--- src/rtl/tick_decoder.sv ---
// Tick / sub-tick decoder: synchronises two toggle inputs, emits strobes, tracks phase and lock.
// Optional stall watchdog compiled in with TICK_DECODER_WATCHDOG_EN.
//
// state    | meaning
// UNLOCKED | waiting for the first tick edge, no alignment check
// LOCKED   | ticks checked against phase 7 + coincident sub-tick
// STALLED  | sub-tick stream stopped for TIMEOUT cycles, next tick unlocks

module tick_decoder #(
    parameter int SYNC_STAGES = 2,
    parameter int TIMEOUT     = 4194304
) (
    input  logic        clk,
    input  logic        rst_n,
    input  logic        tick_in,
    input  logic        tick8x_in,
    input  logic        enable,
    input  logic        clear_err,
    output logic        tick,
    output logic        tick8x,
    output logic [2:0]  phase,
    output logic [15:0] tick_count,
    output logic        locked,
    output logic        sync_err,
    output logic        stall
);

    typedef enum logic [1:0] {
        UNLOCKED = 2'd0,
        LOCKED   = 2'd1,
        STALLED  = 2'd2
    } state_t;

    localparam logic [2:0] PRIME_CYC = 3'(SYNC_STAGES + 1);

    if (SYNC_STAGES < 2 || SYNC_STAGES > 4 || TIMEOUT < 1 || TIMEOUT > 8388607) begin : g_param_check
        $error("tick_decoder: parameter out of range");
    end

    logic [SYNC_STAGES-1:0] tick_sync;
    logic [SYNC_STAGES-1:0] t8_sync;
    logic                   tick_prev;
    logic                   t8_prev;
    logic [2:0]             prime_cnt;
    logic                   primed;
    logic                   tick_e;
    logic                   t8_e;
    logic                   wd_hit;
    logic                   err_set;
    state_t                 state;
    state_t                 state_next;

    always_ff @(posedge clk or negedge rst_n) begin
        if (!rst_n) begin
            tick_sync <= '0;
            t8_sync   <= '0;
            tick_prev <= 1'b0;
            t8_prev   <= 1'b0;
            prime_cnt <= 3'd0;
        end else begin
            tick_sync <= {tick_sync[SYNC_STAGES-2:0], tick_in};
            t8_sync   <= {t8_sync[SYNC_STAGES-2:0], tick8x_in};
            tick_prev <= tick_sync[SYNC_STAGES-1];
            t8_prev   <= t8_sync[SYNC_STAGES-1];
            if (prime_cnt != PRIME_CYC) begin
                prime_cnt <= prime_cnt + 3'd1;
            end
        end
    end

    // Priming hides the edge a non-zero input level would fake right after reset.
    assign primed = (prime_cnt == PRIME_CYC);
    assign tick_e = (tick_sync[SYNC_STAGES-1] ^ tick_prev) & enable & primed;
    assign t8_e   = (t8_sync[SYNC_STAGES-1] ^ t8_prev) & enable & primed;

`ifdef TICK_DECODER_WATCHDOG_EN
    localparam logic [22:0] WD_LIMIT = 23'(TIMEOUT);

    logic [22:0] wd_cnt;
    logic [22:0] wd_next;

    always_comb begin
        wd_next = wd_cnt;
        if (!enable || t8_e) begin
            wd_next = '0;
        end else if (wd_cnt != WD_LIMIT) begin
            wd_next = wd_cnt + 23'd1;
        end
    end

    always_ff @(posedge clk or negedge rst_n) begin
        if (!rst_n) begin
            wd_cnt <= '0;
        end else begin
            wd_cnt <= wd_next;
        end
    end

    // A sub-tick edge in the limit cycle zeroes wd_next, so it cannot stall.
    assign wd_hit = (wd_next == WD_LIMIT);
`else
    assign wd_hit = 1'b0;
`endif

    always_comb begin
        state_next = state;
        err_set    = 1'b0;
        if (!enable) begin
            state_next = UNLOCKED;
        end else begin
            case (state)
                UNLOCKED: begin
                    if (tick_e) state_next = LOCKED;
                end
                LOCKED: begin
                    if (tick_e && (!t8_e || phase != 3'd7)) err_set = 1'b1;
                    if (wd_hit) state_next = STALLED;
                end
                STALLED: begin
                    if (tick_e) state_next = UNLOCKED;
                end
                default: state_next = UNLOCKED;
            endcase
        end
    end

    always_ff @(posedge clk or negedge rst_n) begin
        if (!rst_n) begin
            state      <= UNLOCKED;
            tick       <= 1'b0;
            tick8x     <= 1'b0;
            phase      <= 3'd0;
            tick_count <= 16'd0;
            sync_err   <= 1'b0;
        end else begin
            state  <= state_next;
            tick   <= tick_e;
            tick8x <= t8_e;
            if (tick_e) begin
                phase      <= 3'd0;
                tick_count <= tick_count + 16'd1;
            end else if (t8_e) begin
                phase <= phase + 3'd1;
            end
            if (err_set) begin
                sync_err <= 1'b1;
            end else if (clear_err) begin
                sync_err <= 1'b0;
            end
        end
    end

    assign locked = (state == LOCKED);

`ifdef TICK_DECODER_WATCHDOG_EN
    assign stall = (state == STALLED);
`else
    assign stall = 1'b0;
`endif

endmodule
--- config.mk ---
export PLATFORM = sky130hd
export DESIGN_NAME = tick_decoder
export DESIGN_NICKNAME = d
export VERILOG_FILES = /design/src/rtl/tick_decoder.sv
export SDC_FILE = /design/constraint.sdc
export NUM_CORES = 1
export LEC_CHECK = 0
export BUFFER_PORTS_ARGS = -buffer_cell sky130_fd_sc_hd__buf_4
export CORE_ASPECT_RATIO = 0.9
export CORE_UTILIZATION = 47
export DETAILED_ROUTE_END_ITERATION = 10
export PLACE_DENSITY = 0.74
export SETUP_SLACK_MARGIN = 0.3
export SYNTH_ARGS = -nofsm -noshare
export SYNTH_HDL_FRONTEND = slang
export SYNTH_SLANG_ARGS = --single-unit
--- constraint.sdc ---
create_clock -name clk -period 1.6 [get_ports clk]
set_input_delay 0.4 -clock clk [delete_from_list [all_inputs] [get_ports clk]]
set_output_delay 0.4 -clock clk [all_outputs]
set_load 0.01 [all_outputs]
* Yosys cells after proc, flatten, opt, wreduce, memory -nomap -nowiden
Cells that the tools add are included.
** Storage, ports and cells
- Register bits after elaboration :: 33
- Latch bits :: 0
- Bits in writable memories :: 0
- Bits in read-only memories :: 0
- Word-level logic and storage cells :: 46
- Memories :: 0
** Operators by class
- $add $sub $neg :: 3
- Multiply operators :: 0
- Div/mod/pow operators :: 0
- $lt $le $gt $ge :: 0
- Equal/unequal tests :: 8
- Shifts and indexed selects :: 0
- Mux-type cells :: 11
- Bitwise operators :: 6
- Reductions and logical operators :: 7
** Operators with widths (count)
- $add A16 B1 Y16 const B :: 1
- $ne A3 B3 Y1 const B :: 3
- $add A3 B1 Y3 const B :: 2
- $mux W2 :: 3
- $mux W3 :: 2
- $pmux W2 S3 :: 1
- $mux W1 :: 5
- $and A1 B1 Y1 :: 4
- $reduce_bool A2 Y1 :: 2
- $eq A3 B2 Y1 const B :: 1
- $ne A3 B2 Y1 const B :: 1
- $reduce_and A3 Y1 :: 1
- $eq A2 B1 Y1 const B :: 1
- $eq A2 B2 Y1 const B :: 1
- $logic_not A2 Y1 :: 1
- $ne A2 B2 Y1 const B :: 1
- $xor A1 B1 Y1 :: 2
- $logic_and A1 B1 Y1 :: 1
- $logic_not A1 Y1 :: 1
- $logic_or A1 B1 Y1 :: 1

* Logic depth before layout (Yosys ltp)
- Word-level depth :: 10
- Mapped depth :: 7

* Least setup slack after synthesis
OpenSTA, ideal clock, no wires.
- Path kind :: reg-to-reg
- Start point :: register prime_cnt[0]
- End point :: register tick_count[13]
- Setup time :: 0.125 ns
- Arrival time :: 1.531 ns
- Data required time :: 1.475 ns
- Path slack :: -0.056 ns
- Cell stages (with the launch flop) :: 8
- Path through :: dfrtp_1 ha_1 ha_1 buf_2 nand4_1 nor4_4 nand4_1 xnor2_1
** On the way
- Longest elaborated chain between the ends :: 2
** Ends and longest elaborated chain
- start, declared :: line 44 : logic [2:0] prime_cnt;
- start signal, assigned :: line 66 : prime_cnt <= prime_cnt + 3'd1;
- $eq A3 B2 Y1 :: line 72 : assign primed = (prime_cnt == PRIME_CYC);
- $and A1 B1 Y1 :: line 73 : assign tick_e = (tick_sync[SYNC_STAGES-1] ^ tick_prev) & enable & primed;
- end signal, assigned :: line 141 : tick_count <= tick_count + 16'd1;
- end, declared :: line 22 : output logic [15:0] tick_count,
Every way passes these cells.
A chain may end at the register's enable or synchronous reset.

* Worst setup path after layout
Same ends and word-level chain as after synthesis.

==> results.sh <==
export IMPL_cts_buffers=5
export IMPL_grt_overflow_total=0
export IMPL_fp_row_count=18
export IMPL_critical_path_slowest_cell="dfrtp_1"
export IMPL_hp_start="tick_in"
export IMPL_antenna_found_initial=0
export IMPL_grt_use_total=0.1963
export IMPL_placed_cells_incl_taps=173
export IMPL_drt_wirelength_per_cell_um=12.86
export IMPL_grt_max_degree=33
export IMPL_setup_violations=1
export IMPL_max_freq_mhz=620.0
export IMPL_r2r_start="prime_cnt[0]"
export IMPL_crit_buf_inv=0
export IMPL_violations="setup timing"
export IMPL_r2r_slack_ns=-0.01
export IMPL_io_pins=30
export IMPL_synth_compound_area_frac=0.01119
export IMPL_clk_latency_ns=0.32
export IMPL_end_kind="flip-flop"
export IMPL_fillCellCount=153
export IMPL_area_delta_synth_final_pct=56.34
export IMPL_final_max_slew_viol_count=0
export IMPL_initial_core_util=0.4922
export IMPL_ir_drop_mv=0.5980
export IMPL_final_area_um2=2097
export IMPL_cts_root_buf="clkbuf_4"
export IMPL_synthMuxAreaShare=0.03172
export IMPL_first_iter_violations=14
export IMPL_cts_tree="built"
export IMPL_htreeDepth=2
export IMPL_placed_area_um2=1664
export IMPL_cp_arrival_ns=1.83
export IMPL_cpPeakStageDelay_ns=0.41
export IMPL_synth_top_family_by_area="simple AND/OR/NAND/NOR gates"
export IMPL_finalHoldViolCount=0
export IMPL_synth_top_area_share=0.5970
export IMPL_synthTopCellsByArea="dfrtp_1 60%, xnor2_1 9.1%, ha_1 4.7%"
export IMPL_crit_fanout=4
export IMPL_grt_first_pass_wirelength_um=4229
export IMPL_synthCells=101
export IMPL_dieArea_um2=3072
export IMPL_port_buffers=28
export IMPL_fin_crit_ns=1.613
export IMPL_yosysTopAreaCell="dfrtp_1"
export IMPL_skew_ns=0.005864
export IMPL_diodes=0
export IMPL_synth_seq_cells=32
export IMPL_timing_worst_setup_path_type="flip-flop to flip-flop"
export IMPL_power_density_nw_per_um2=1117
export IMPL_die_height_um=52.68
export IMPL_fin_hold_ws_ns=0.1802
export IMPL_pre_cts_ws_ns=0.02029
export IMPL_vias=987
export IMPL_syn_nets=112
export IMPL_p_leak_nw=1.036
export IMPL_post_route_period_util=1.008
export IMPL_drt_vias_per_instance=4.700
export IMPL_fin_nets=180
export IMPL_synth_simple_gate_area_frac=0.1595
export IMPL_synth_xor_area_frac=0.1362
export IMPL_power_total_mw=2.343
export IMPL_dr_pass1_iters=2
export IMPL_clk_pin_slew_worst_paths_ns=0.09
export IMPL_required_ns=1.82
export IMPL_yosysSeqAreaShare=0.5970
export IMPL_maxCapViolCount=0
export IMPL_ys_warn_count=0
export IMPL_crit_family="simple AND/OR/NAND/NOR gates"
export IMPL_multi_input_area_um2=608.1
export IMPL_yosys_area_share_adder=0.04664
export IMPL_cp_cell_sequence="ha_4 > ha_4 > nand4_1 > nor4_4 > nand4_1 > xnor2_1"
export IMPL_critical_path_startpoint="prime_cnt[0]"
export IMPL_timing_final_ws_setup_ns=-0.01297
export IMPL_cp_start_kind="flip-flop"
export IMPL_regArea_um2=803.3
export IMPL_clock_sinks=32
export IMPL_syn_area_per_cell_um2=13.28
export IMPL_grt_pass1_vias=951
export IMPL_place_congestion=0.7446
export IMPL_drtAntennaViolNets=0
export IMPL_syn_area_um2=1341
export IMPL_synth_cell_types=26
export IMPL_dieWidth_um=58.31
export IMPL_fin_util=0.7695
export IMPL_rsz0062_at_grt="true"
export IMPL_layoutNonFillerInstCount=210
export IMPL_outcome="finished, violations left"
export IMPL_hold_path_class="input port to flip-flop"
export IMPL_coreArea_um2=2725
export IMPL_drive_above_1_share=0.5235
export IMPL_cts_buffer_depth=2
export IMPL_drc=0
export IMPL_setup_tns_ns=-0.01297
export IMPL_routed_wirelength_um=2701
[registers in the layout, indices dropped and copies added (netlist names)]
register / count
t8_prev: 1
tick_count: 16
tick: 1
tick_sync: 2
sync_err: 1
t8_sync: 2
prime_cnt: 3
tick_prev: 1
state: 1
phase: 3
tick8x: 1
[final timing paths]
kind	to	cells after the start
setup / recovery	tick_count[13]	6
hold / removal	tick_sync[0]	1
setup reg to reg	tick_count[13]	6
hold reg to reg	t8_sync[1]	0
max in group asynchronous	tick_count[4]	2
min in group asynchronous	tick_count[13]	2
[placed cells by master (no fill, tap or decap), types with 3 or more instances in the layout]
cell type   n
nand3_1     5
xor2_1      4
nand4_1     4
clkbuf_4    5
xnor2_2     3
buf_4      37
ha_1        3
buf_6      25
nand2_1     7
xnor2_1    12
nor2_1      3
dfrtp_1    30
[timing repair]
| action | 4_1_cts | 5_1_grt |
|---|---|---|
| cloned | 0 | 0 |
| pin swaps | 14 | 14 |
| hold endpoints to repair | 29 | 0 |
| gates resized for setup | 18 | 21 |
| hold buffers | 1 | 0 |
| setup endpoints to repair | 33 | 42 |
| buffers inserted | 20 | 8 |
[worst reg2reg max path, delay by kind of cell (launching register included)]
| kind | cells | cell delay [ns] |
|---|---|---|
| adders and majority gates | 2 | 0.30 |
| DFF | 1 | 0.41 |
| and+or+nand+nor | 3 | 0.66 |
| xor gates and xnor gates | 1 | 0.15 |
[logic make-up after synthesis]
kind of cell | Yosys count
other | 1
adder cells (fa/ha/maj) | 5
AO/OA/AOI/OAI | 2
buffers and inverters | 4
XOR/XNOR | 20
flip-flops | 32
AND/OR/NAND/NOR | 33
multiplexers | 4
[layer usage]
layer  track usage  vias up  part of all wire
li1              -      479                 -
met1        0.2282      480              0.43
met2        0.3314       19              0.51
met3       0.05185        9             0.029
met4        0.1071        0             0.029
met5             0        -                 0
[final cells by class]
class                           count  area share
Timing Repair Buffer               63      0.2715
Inverter                            2    0.003580
Multi-Input combinational cell     65      0.2900
Clock buffer                        8     0.02804
Tap cell                           40     0.02387
Sequential cell                    32      0.3831
[report_power, final]
group	switching, mW	internal (mW)	total, mW
clock	0.249	0.217	0.466
combinational	0.344	0.514	0.859
sequential	0.0994	0.919	1.02
[cells in the mapped netlist]
master	instances
dfrtp_1	32
xnor2_1	14
nand2_1	10
ha_1	5
nand3_1	5
xor2_1	5
nand4_1	4
nor2_1	4
and3_1	3
mux2_2	2
mux2i_1	2
a41o_1	1
and4_1	1
buf_2	1
buf_4	1
conb_1	1
inv_1	1
inv_2	1
nand4_4	1
nor2_2	1
nor2b_1	1
nor3_1	1
nor4_4	1
nor4b_4	1
o21ai_0	1
xnor2_2	1
Note: power is estimated with default switching activity, not from simulation.
